## src/rtl/hazard_detect_unit_pkg.sv

```systemverilog
// Shared definitions for the decode-stage hazard detector: FSM encoding,
// default widths and the hardwired-zero register specifier.
package hazard_detect_unit_pkg;

   localparam int REG_W_DEF = 5;
   localparam int CNT_W_DEF = 16;
   localparam int REG_ZERO  = 0;

   typedef enum logic {
      RUN  = 1'b0,
      HOLD = 1'b1
   } hdu_state_e;

   typedef struct packed {
      logic pc_write;
      logic ifid_write;
      logic ifid_flush;
      logic ctrl_sel;
   } hdu_ctl_t;

endpackage

```

## src/rtl/hazard_detect_unit_reg_match.sv

```systemverilog
// Combinational Match(): true when a nonzero destination feeds an ID source.
module reg_match
   import hazard_detect_unit_pkg::*;
#(
   parameter int REG_W = REG_W_DEF
) (
   input  logic [REG_W-1:0] r,
   input  logic [REG_W-1:0] rs,
   input  logic [REG_W-1:0] rt,
   input  logic             uses_rt,
   output logic             match
);

   assign match = (r != REG_W'(REG_ZERO)) && ((r == rs) || (uses_rt && (r == rt)));

endmodule

```

## src/rtl/hazard_detect_unit.sv

```systemverilog
// Decode-stage hazard detection, stall sequencing and branch flush for the
// 5-stage MIPS pipeline; also counts stall cycles with saturation.
module hazard_detect_unit
   import hazard_detect_unit_pkg::*;
#(
   parameter int REG_W = REG_W_DEF,
   parameter int CNT_W = CNT_W_DEF
) (
   input  logic             clk,
   input  logic             rst,
   input  logic [REG_W-1:0] id_rs,
   input  logic [REG_W-1:0] id_rt,
   input  logic             id_uses_rt,
   input  logic             id_branch,
   input  logic             branch_taken,
   input  logic             idex_memread,
   input  logic             idex_regwrite,
   input  logic [REG_W-1:0] idex_rd,
   input  logic             exmem_memread,
   input  logic [REG_W-1:0] exmem_rd,
   output logic             pc_write,
   output logic             ifid_write,
   output logic             ifid_flush,
   output logic             ctrl_sel,
   output logic [CNT_W-1:0] stall_count
);

   hdu_state_e state;
   hdu_ctl_t   ctl;
   logic       m_ex, m_mem;
   logic       lu, ba, bl2, bl1, hazard, stall;

   reg_match #(.REG_W(REG_W)) u_match_ex (
      .r(idex_rd), .rs(id_rs), .rt(id_rt), .uses_rt(id_uses_rt), .match(m_ex)
   );

   reg_match #(.REG_W(REG_W)) u_match_mem (
      .r(exmem_rd), .rs(id_rs), .rt(id_rt), .uses_rt(id_uses_rt), .match(m_mem)
   );

   assign lu     = idex_memread && m_ex;
   assign ba     = id_branch && idex_regwrite && !idex_memread && m_ex;
   assign bl2    = id_branch && idex_memread && m_ex;
   assign bl1    = id_branch && exmem_memread && m_mem;
   assign hazard = lu || ba || bl1 || bl2;
   // HOLD is the second cycle of a branch-after-load stall; inputs are ignored there
   assign stall  = (state == HOLD) || hazard;

   always_comb begin
      ctl = '0;
      if (!rst) begin
         ctl.pc_write   = !stall;
         ctl.ifid_write = !stall;
         ctl.ctrl_sel   = !stall;
         ctl.ifid_flush = !stall && id_branch && branch_taken;
      end
   end

   assign pc_write   = ctl.pc_write;
   assign ifid_write = ctl.ifid_write;
   assign ifid_flush = ctl.ifid_flush;
   assign ctrl_sel   = ctl.ctrl_sel;

   always_ff @(posedge clk or posedge rst) begin
      if (rst) begin
         state       <= RUN;
         stall_count <= '0;
      end else begin
         case (state)
            RUN:     state <= bl2 ? HOLD : RUN;
            default: state <= RUN;
         endcase
         if (stall && (stall_count != '1))
            stall_count <= stall_count + CNT_W'(1);
      end
   end

endmodule

```

## config.mk

```make
export PLATFORM = sky130hd
export DESIGN_NAME = hazard_detect_unit
export DESIGN_NICKNAME = d
export VERILOG_FILES = /design/src/rtl/hazard_detect_unit_pkg.sv /design/src/rtl/hazard_detect_unit_reg_match.sv /design/src/rtl/hazard_detect_unit.sv
export SDC_FILE = /design/constraint.sdc
export NUM_CORES = 1
export LEC_CHECK = 0
export CORE_UTILIZATION = 45
export CTS_BUF_LIST = sky130_fd_sc_hd__clkbuf_16
export DETAILED_ROUTE_END_ITERATION = 8
export PLACE_DENSITY = 0.84
export SYNTH_ARGS = -nofsm -noshare
export SYNTH_HDL_FRONTEND = slang
export SYNTH_SLANG_ARGS = --single-unit
```

## constraint.sdc

```tcl
create_clock -name clk -period 6.1 [get_ports clk]
set_clock_uncertainty 0.2 [all_clocks]
set_input_delay 1.22 -clock clk [delete_from_list [all_inputs] [get_ports clk]]
set_output_delay 1.22 -clock clk [all_outputs]
set_load 0.03 [all_outputs]
```

==> metrics.yaml <==
grt:
  antenna_found_initial: 0
  grt_usage_pct: 23.2
  grt_pass1_vias: 1094
  grt_max_degree: 18
  grt_pass1_wl_um: 4530
  grt_overflow_total: 0
sta:
  slew_viol_final: 0
  final_hold_viol_count: 0
  rsz0062_at_grt: "false"
  finalCriticalPeriod_ns: 5.33
  tns_ns: 0
  tightest_slew_ns: 0.625
  timing.fmax_mhz: 188
  period_share_pct: 87.4
  setup_viol: 0
  slew_headroom_pct: 58.3
worst_setup_path:
  critPathBufInv: 2
  end_kind: "primary output"
  timing.rr.end: "stall_count[1]"
  rrSetupSlack_ns: 3.94
  path_cells: "clkdlybuf4s50_1, or3_1, o311a_1, a32o_2, or2_1, nor2_2, and3_1, clkdlybuf4s50_1"
  worst_path_most_repeated_cell: "clkdlybuf4s50_1"
  critical_path_class: "input pin to primary output"
  startpoint: "exmem_rd[1]"
  cp.depth: 8
  critPathLaunchType: "input pin"
  r2r-start: "stall_count[2]"
  slowest_stage: "clkdlybuf4s50_1"
  worstPathRequired_ns: 4.68
  cp-endpoint: "ifid_flush"
  cp_top_family: "buffers and inverters"
  cp_data_arrival_time_ns: 3.91
  rr_worst_depth: 6
  max_stage_delay_ns: 0.66
  crit_fanout: 4
yosys:
  synthDistinctLibCells: 27
  ys_ff_latch: 17
  synthAdderAreaFrac_pct: 1.11
  synthesis.nets: 149
  synthArstFlopShare_pct: 100
  yosysMostFrequentCell: "xnor2_1"
  syn_area_um2: 1130
  synth_compound_area_share_pct: 5.78
  syn_inst: 120
  synth_top_family_by_area: "XOR/XNOR gates"
  yosys.area.top_type: "dfrtp_1"
  synthSimpleGateAreaFrac_pct: 22.3
  synthMuxAreaShare_pct: 2.22
  synth_area_leaders: "dfrtp_1 38%, xnor2_1 15%, xor2_1 12%"
  yosysSeqAreaShare_pct: 37.8
  yosys-top-cells-count: "19 x xnor2_1, 17 x dfrtp_1, 15 x xor2_1"
  ys_warn_count: 0
  synth.avg_cell_area_um2: 9.38
  synth_top_area_share_pct: 37.8
  ys.flop_type: "dfrtp_1"
  synth_edf_count: 0
  synth-xor-area-share_pct: 26.4
cts:
  cts.sinks: 17
  cts-root-buf: "clkbuf_16"
  cts_setup_buffers: 0
  ctsLongestPathBuffers: 2
  htree_levels: 1
  insertion_delay_ns: 0.25
  postCtsHoldBufs: 0
  path_clk_slew_ns: 0.05
  tritoncts: "done"
  cts_resized: 0
  numCtsBuffers: 3
power:
  p_leak_nw: 0.738
  ir_drop_v: 0.000182
  p_per_area_nw_per_um2: 235
  total_power_mw: 0.395
routing:
  drc: 0
  finalWirelength_um: 2580
  ant_nets: 0
  drtIter0Drc: 14
  routedWlPerCell_um: 13.2
  dr.pass1.iters: 4
  vias: 1035
  drt-vias-per-instance: 5.28
floorplan:
  die_w_um: 52.0
  io_pins: 48
  row_count: 17
  dieHeight_um: 52.0
  placeableCoreArea_um2: 2280
  die_area_um2: 2710
  start_util_pct: 49.5
cells_and_area:
  n_antenna_cell: 0
  areaGrowthSynthToFinish_pct: 49.7
  finalNetCount: 198
  drive_gt1_share_pct: 5.95
  nFillCells: 181
placed_design:
  dp_hpwl_um: 2150
  portBuffers: 47
  place.gp.congestion: 0.833
min_path:
  hold_path.class: "flip-flop to flip-flop"
flow_run:
  cap_viol_max_count: 0
outcome:
  run_status: "finished clean"
==> layout make-up <==
type / instances / area (um2) / share of cell area (%)
Multi-Input combinational cell: 94 / 652 / 38.7
Timing Repair Buffer: 47 / 470 / 27.9
Sequential cell: 17 / 425 / 25.2
Clock buffer: 3 / 75.1 / 4.45
Tap cell: 28 / 35.0 / 2.08
Inverter: 6 / 22.5 / 1.34
Clock inverter: 1 / 5.00 / 0.297
==> power breakdown <==
part | leakage, nW | total (mW) | internal [mW] | switching [mW]
combinational | 0.470 | 0.125 | 0.0615 | 0.0639
clock | 0.0409 | 0.131 | 0.0877 | 0.0429
sequential | 0.227 | 0.139 | 0.124 | 0.0157
total | 0.738 | 0.395 | 0.273 | 0.123
==> how the worst min path moves through the flow <==
stage / startpoint / end / slack (ns) / cells after the start
floorplan: state / state / 0.28 / 1
global placement: stall_count[15] / stall_count[15] / 0.27 / 1
detailed placement: stall_count[5] / stall_count[5] / 0.28 / 1
CTS: stall_count[5] / stall_count[5] / 0.30 / 1
global route: stall_count[5] / stall_count[5] / 0.31 / 1
finish: stall_count[5] / stall_count[5] / 0.29 / 1
==> routing by layer <==
metal | vias to the layer above | GRT usage, % | part of all wire (%) | routed length [um]
met4 | 0 | 10.8 | 2.2 | 56
met1 | 493 | 23.1 | 38 | 979
met3 | 5 | 4.39 | 4.4 | 113
li1 | 501 | - | - | -
met2 | 36 | 44.9 | 55 | 1430
met5 | - | 0 | 0 | 0
==> metrics by stage <==
| stage | setup WS (ns) | hold WS [ns] | util [%] | cell area [um2] | instances |
|---|---|---|---|---|---|
| floorplan | 1.62 | 0.284 | - | 1130 | 120 |
| global placement | 0.860 | 0.272 | 70.5 | 1610 | 192 |
| detailed placement | 0.765 | 0.281 | 70.5 | 1610 | 192 |
| CTS | 0.759 | 0.299 | 74.1 | 1690 | 196 |
| global route | 0.712 | 0.311 | 74.1 | 1690 | 196 |
| finish | 0.771 | 0.294 | 74.1 | 1690 | 196 |
==> cells in the final DEF, fill, tap and decap left out, types with 3 or more instances in the layout <==
master           count
xnor2_1             19
and3_1               3
inv_1                6
nor2_1               9
nor3_1               6
xor2_1              15
clkbuf_16            3
nand4_1              3
nand3_1              9
nor4_1               3
clkdlybuf4s50_1     47
nand2_1             13
dfrtp_1             17
==> sequential cells by signal, summed over array words and instances (netlist names) <==
signal / count
stall_count: 16
state: 1
==> cell families (layout without fill, tap and decap cells) <==
| family | count (synthesis) | count (layout) |
|---|---|---|
| and+or+nand+nor | 51 | 51 |
| DFF | 17 | 17 |
| adders and majority gates | 1 | 1 |
| muxes | 2 | 2 |
| AOI/OAI and AO/OA | 6 | 6 |
| buffers and inverters | 9 | 57 |
| xor gates and xnor gates | 34 | 34 |
(Power assumes the default switching activity.)
==> RTL edit 1: new RTL, config.mk and constraints unchanged <==
The package constant `CNT_W_DEF` goes from 16 to 14.
--- a/src/rtl/hazard_detect_unit_pkg.sv
+++ b/src/rtl/hazard_detect_unit_pkg.sv
@@ -3,7 +3,7 @@
 package hazard_detect_unit_pkg;
 
    localparam int REG_W_DEF = 5;
-   localparam int CNT_W_DEF = 16;
+   localparam int CNT_W_DEF = 14;
    localparam int REG_ZERO  = 0;
 
    typedef enum logic {
Interface: changed (resized stall_count); port bits go from 48 to 46. No check against the original RTL was run, so the function may have changed too.
==> RTL edit 1 against the unedited design <==
First-iteration DRC count fell by 14%; combinational power rose by 7%; sequential power fell by 4%; setup slack improved by 0.16 ns; synthesized area up 6.6%; sequential cell count shrank 2; total power decreased by 1.1%; wire length grew 15%; die area grew 6.3%; clock power shrank 5%; via count is essentially flat; hold slack improved by 0.0081 ns; final area increased by 2.2%; utilization down 5.2 points; critical path type unchanged.
==> RTL edit 1: results <==
[run_status]
status = "completed"

[cells_and_area]
final_cells = 189
nets = 189
top_regs = "stall_count: 14 flops, state: 1 flops"
postLayoutCoreUtil_pct = 68.9
fillers = 203

[logic_synthesis]
ys_types = 24
synthesis.nets = 144
synthCells = 115
synthTopCellsByArea = "dfrtp_1 31%, xnor2_1 14%, xor2_1 10%"
ys_top_cells_by_count = "19 x xnor2_1, 15 x dfrtp_1, 14 x xor2_1"
ys_seq_area_share_pct = 31.3

[power]
power_density_mw_per_mm2 = 227
vdd_ir_drop_max_mv = 0.251
leakagePower_nw = 0.655

[routing]
drt-total-wl_mm = 2.97
dr.first_iter.drc_count = 12
wl_met2_mm = 1.54
drt-vias-per-instance = 5.48
wl_met1_mm = 1.14
dr_wl_met3_um = 231

[placement]
dp_hpwl_mm = 2.37
routabilityCongestion = 0.785
post_dp_cell_area_mm2 = 0.00164
port_buffers = 45
post-place-ws_ns = 0.925

[timing]
max-slew-margin-rel_pct = 31.8
drv_slew = 0

[global_routing]
use_met2_pct = 43.8
met3_usage_pct = 5.65
grt_pass1_vias = 1034
grt_usage_pct = 22.9
grt_pass1_wl_mm = 4.62
grt_max_degree = 16
grtUsageMet1_pct = 23.5

[clock_tree]
ctsLongestPathBuffers = 2

[critical_path]
worstPathMaxFanout = 14
arrival_ns = 3.74
## RTL edit 1: cell count changes after synthesis, moves of 2 or more
cell,delta
a211oi_2,+8
a2111oi_2,+4
nor2_1,-4
and3_1,-3
nor4_1,-3
dfrtp_1,-2
inv_1,-2
nand4_1,+2
nor3_1,-2
## RTL edit 1: logic make-up (layout without fill, tap and decap cells)
family / after synthesis / after routing / share of synthesized area, %
adders and majority gates: 1 / 1 / 1.04
xor gates and xnor gates: 33 / 33 / 24.1
and+or+nand+nor: 39 / 39 / 17.8
buffers and inverters: 9 / 53 / 5.00
AOI/OAI and AO/OA: 17 / 17 / 19.8
DFF: 15 / 15 / 31.3
muxes: 1 / 1 / 0.938
## RTL edit 1: final cells by class
| cell class | instances | area share, % |
|---|---|---|
| Sequential cell | 15 | 21.8 |
| Timing Repair Buffer | 45 | 26.2 |
| Multi-Input combinational cell | 91 | 44.4 |
| Clock buffer | 3 | 4.36 |
| Inverter | 4 | 0.872 |
| Clock inverter | 1 | 0.218 |
| Tap cell | 30 | 2.18 |
## RTL edit 1: worst paths after layout
kind	start	endpoint	slack [ns]	depth (start not counted)
max reg2reg	stall_count[0]	stall_count[1]	3.47	6
max in group asynchronous	rst	stall_count[2]	4.12	2
min	stall_count[12]	stall_count[12]	0.30	1
min in group asynchronous	rst	state	1.20	2
min reg2reg	stall_count[12]	stall_count[12]	0.30	1
max	exmem_rd[1]	pc_write	0.94	8
## RTL edit 1: power breakdown
group	internal (mW)	switching [mW]	leakage, nW
Sequential	0.114	0.0189	0.198
Clock	0.0865	0.0374	0.0423
Combinational	0.0644	0.0699	0.414
## RTL edit 1: worst max-delay path, delay by kind of cell
kind,cells,cell delay [ns]
compound gates,2,0.71
xor+xnor,1,0.16
buf+inv,2,1.20
simple gates,3,0.45
==> RTL edit 2: new RTL, same settings <==
Without the edit above. Put one more register stage on the output `stall_count`, cleared by the reset. The value now appears one clock later. The other outputs are not delayed to match.
--- a/src/rtl/hazard_detect_unit.sv
+++ b/src/rtl/hazard_detect_unit.sv
@@ -24,6 +24,8 @@
    output logic             ctrl_sel,
    output logic [CNT_W-1:0] stall_count
 );
+
+   logic [CNT_W-1:0] stall_count_s0;
 
    hdu_state_e state;
    hdu_ctl_t   ctl;
@@ -64,14 +66,22 @@
    always_ff @(posedge clk or posedge rst) begin
       if (rst) begin
          state       <= RUN;
-         stall_count <= '0;
+         stall_count_s0 <= '0;
       end else begin
          case (state)
             RUN:     state <= bl2 ? HOLD : RUN;
             default: state <= RUN;
          endcase
-         if (stall && (stall_count != '1))
-            stall_count <= stall_count + CNT_W'(1);
+         if (stall && (stall_count_s0 != '1))
+            stall_count_s0 <= stall_count_s0 + CNT_W'(1);
+      end
+   end
+
+   always_ff @(posedge clk or posedge rst) begin
+      if (rst) begin
+         stall_count <= '0;
+      end else begin
+         stall_count <= stall_count_s0;
       end
    end
 
Formal check against the unedited RTL: not equivalent (Yosys sat finds a counterexample within 4 cycles, from zero or initial values and one cycle with rst high).
==> RTL edit 2 against the unedited design <==
Highest routed layer unchanged; total power rose by 60%; setup slack gained 0.13 ns; sequential power up 91%; largest cell class is now sequential cells; sequential cell count rose by 16; final area rose by 27%; sequential share of layout area up 13 points; synthesized area increased by 33%; critical path depth is 2 lower; combinational power increased by 5%; non-clock buffer count rose by 1; count of clock-buffer cells in the layout increased by 2; wire length is 10% higher.
==> RTL edit 2: results <==
[logic_synthesis]
ys_seq_area_share_pct = 55.3
synthesis.nets = 153
ys_types = 26
ys_top_cells_by_count = "33 x dfrtp_1, 32 x xnor2_1, 10 x nand2_1"
synthTopCellsByArea = "dfrtp_1 55%, xnor2_1 19%, nand4_1 3.4%"
ys_warn_count = 0

[timing]
whs_ns = 0.208
max-slew-margin-rel_pct = 70.3

[critical_path]
r2r-end = "stall_count_s0[1]"
worstPathMaxFanout = 4
rr_startpoint = "stall_count_s0[5]"
slowest_delay_ns = 0.68
crit_end = "ifid_flush"
startpoint = "exmem_rd[0]"
ff2ff_setup_slack_ns = 3.73

[global_routing]
grt_pass1_vias = 1128
grt_usage_pct = 18.8
grtUsageMet1_pct = 18.6
use_met2_pct = 32.9
met3_usage_pct = 5.24
grt_max_degree = 34
grt_pass1_wl_mm = 4.66

[placement]
dp_hpwl_mm = 2.28
routabilityCongestion = 0.837

[hold_path]
min_path_cells = 0
hold_path_end = "stall_count[12]"
worstHoldStart = "stall_count_s0[12]"

[run_status]
status = "completed"

[power]
p_switching_mw = 0.173
vdd_ir_drop_max_mv = 0.162
leakagePower_nw = 0.881

[routing]
drt-total-wl_mm = 2.85
dr.first_iter.drc_count = 24
drt-vias-per-instance = 5.07
wl_met2_mm = 1.50
wl_met1_mm = 1.04
dr_wl_met3_um = 215

[clock_tree]
cts_htree_levels = 2
clk-insertion-delay-late_ns = 0.28
ctsLongestPathBuffers = 2
post_cts_buffers = 0
cts-root-buf = "clkbuf_16"
cts_buffers = 5

[cells_and_area]
diodes = 0
fillers = 253
drive_gt1_share_pct = 9.60
top_regs = "stall_count: 16 flops, stall_count_s0: 16 flops, state: 1 flops"
nets = 205
[RTL edit 2: power groups by stage]
| stage | combinational, mW | sequential, mW | clock [mW] |
|---|---|---|---|
| 6_report | 0.131 | 0.266 | 0.235 |
| 5_1_grt | 0.141 | 0.271 | 0.248 |
| 4_1_cts | 0.133 | 0.267 | 0.241 |
| 3_5_place_dp | 0.132 | 0.271 | 0 |
| 3_3_place_gp | 0.129 | 0.269 | 0 |
| 2_1_floorplan | 0.0467 | 0.294 | 0 |
[RTL edit 2: cell families (layout without fill, tap and decap cells)]
| kind of cell | count (synthesis) | count (layout) | share of synthesized area [%] |
|---|---|---|---|
| buffers and inverters | 6 | 59 | 2.51 |
| AO/OA/AOI/OAI | 5 | 5 | 3.85 |
| XOR/XNOR | 35 | 35 | 20.5 |
| AND/OR/NAND/NOR | 43 | 43 | 16.2 |
| flip-flops | 33 | 33 | 55.3 |
| adder cells (fa/ha/maj) | 1 | 1 | 0.837 |
| multiplexers | 1 | 1 | 0.754 |
[RTL edit 2: area by class of cell]
| cell class | instances | share of cell area [%] |
|---|---|---|
| clock inverter | 3 | 0.817 |
| inverter | 3 | 0.525 |
| multi-input combinational | 85 | 29.4 |
| sequential | 33 | 38.5 |
| tap | 44 | 2.57 |
| clock buffer | 5 | 5.84 |
| timing repair buffer | 48 | 22.3 |
[RTL edit 2: through the flow]
| step | cells | instance area [um2] | util [%] | worst slack [ns] |
|---|---|---|---|---|
| floorplan | 124 | 1490 | - | 1.81 |
| global placement | 213 | 2000 | 64.5 | 0.978 |
| detailed placement | 213 | 2000 | 64.5 | 0.903 |
| CTS | 221 | 2140 | 69.1 | 0.884 |
| global route | 221 | 2140 | 69.1 | 0.809 |
| finish | 221 | 2140 | 69.1 | 0.898 |
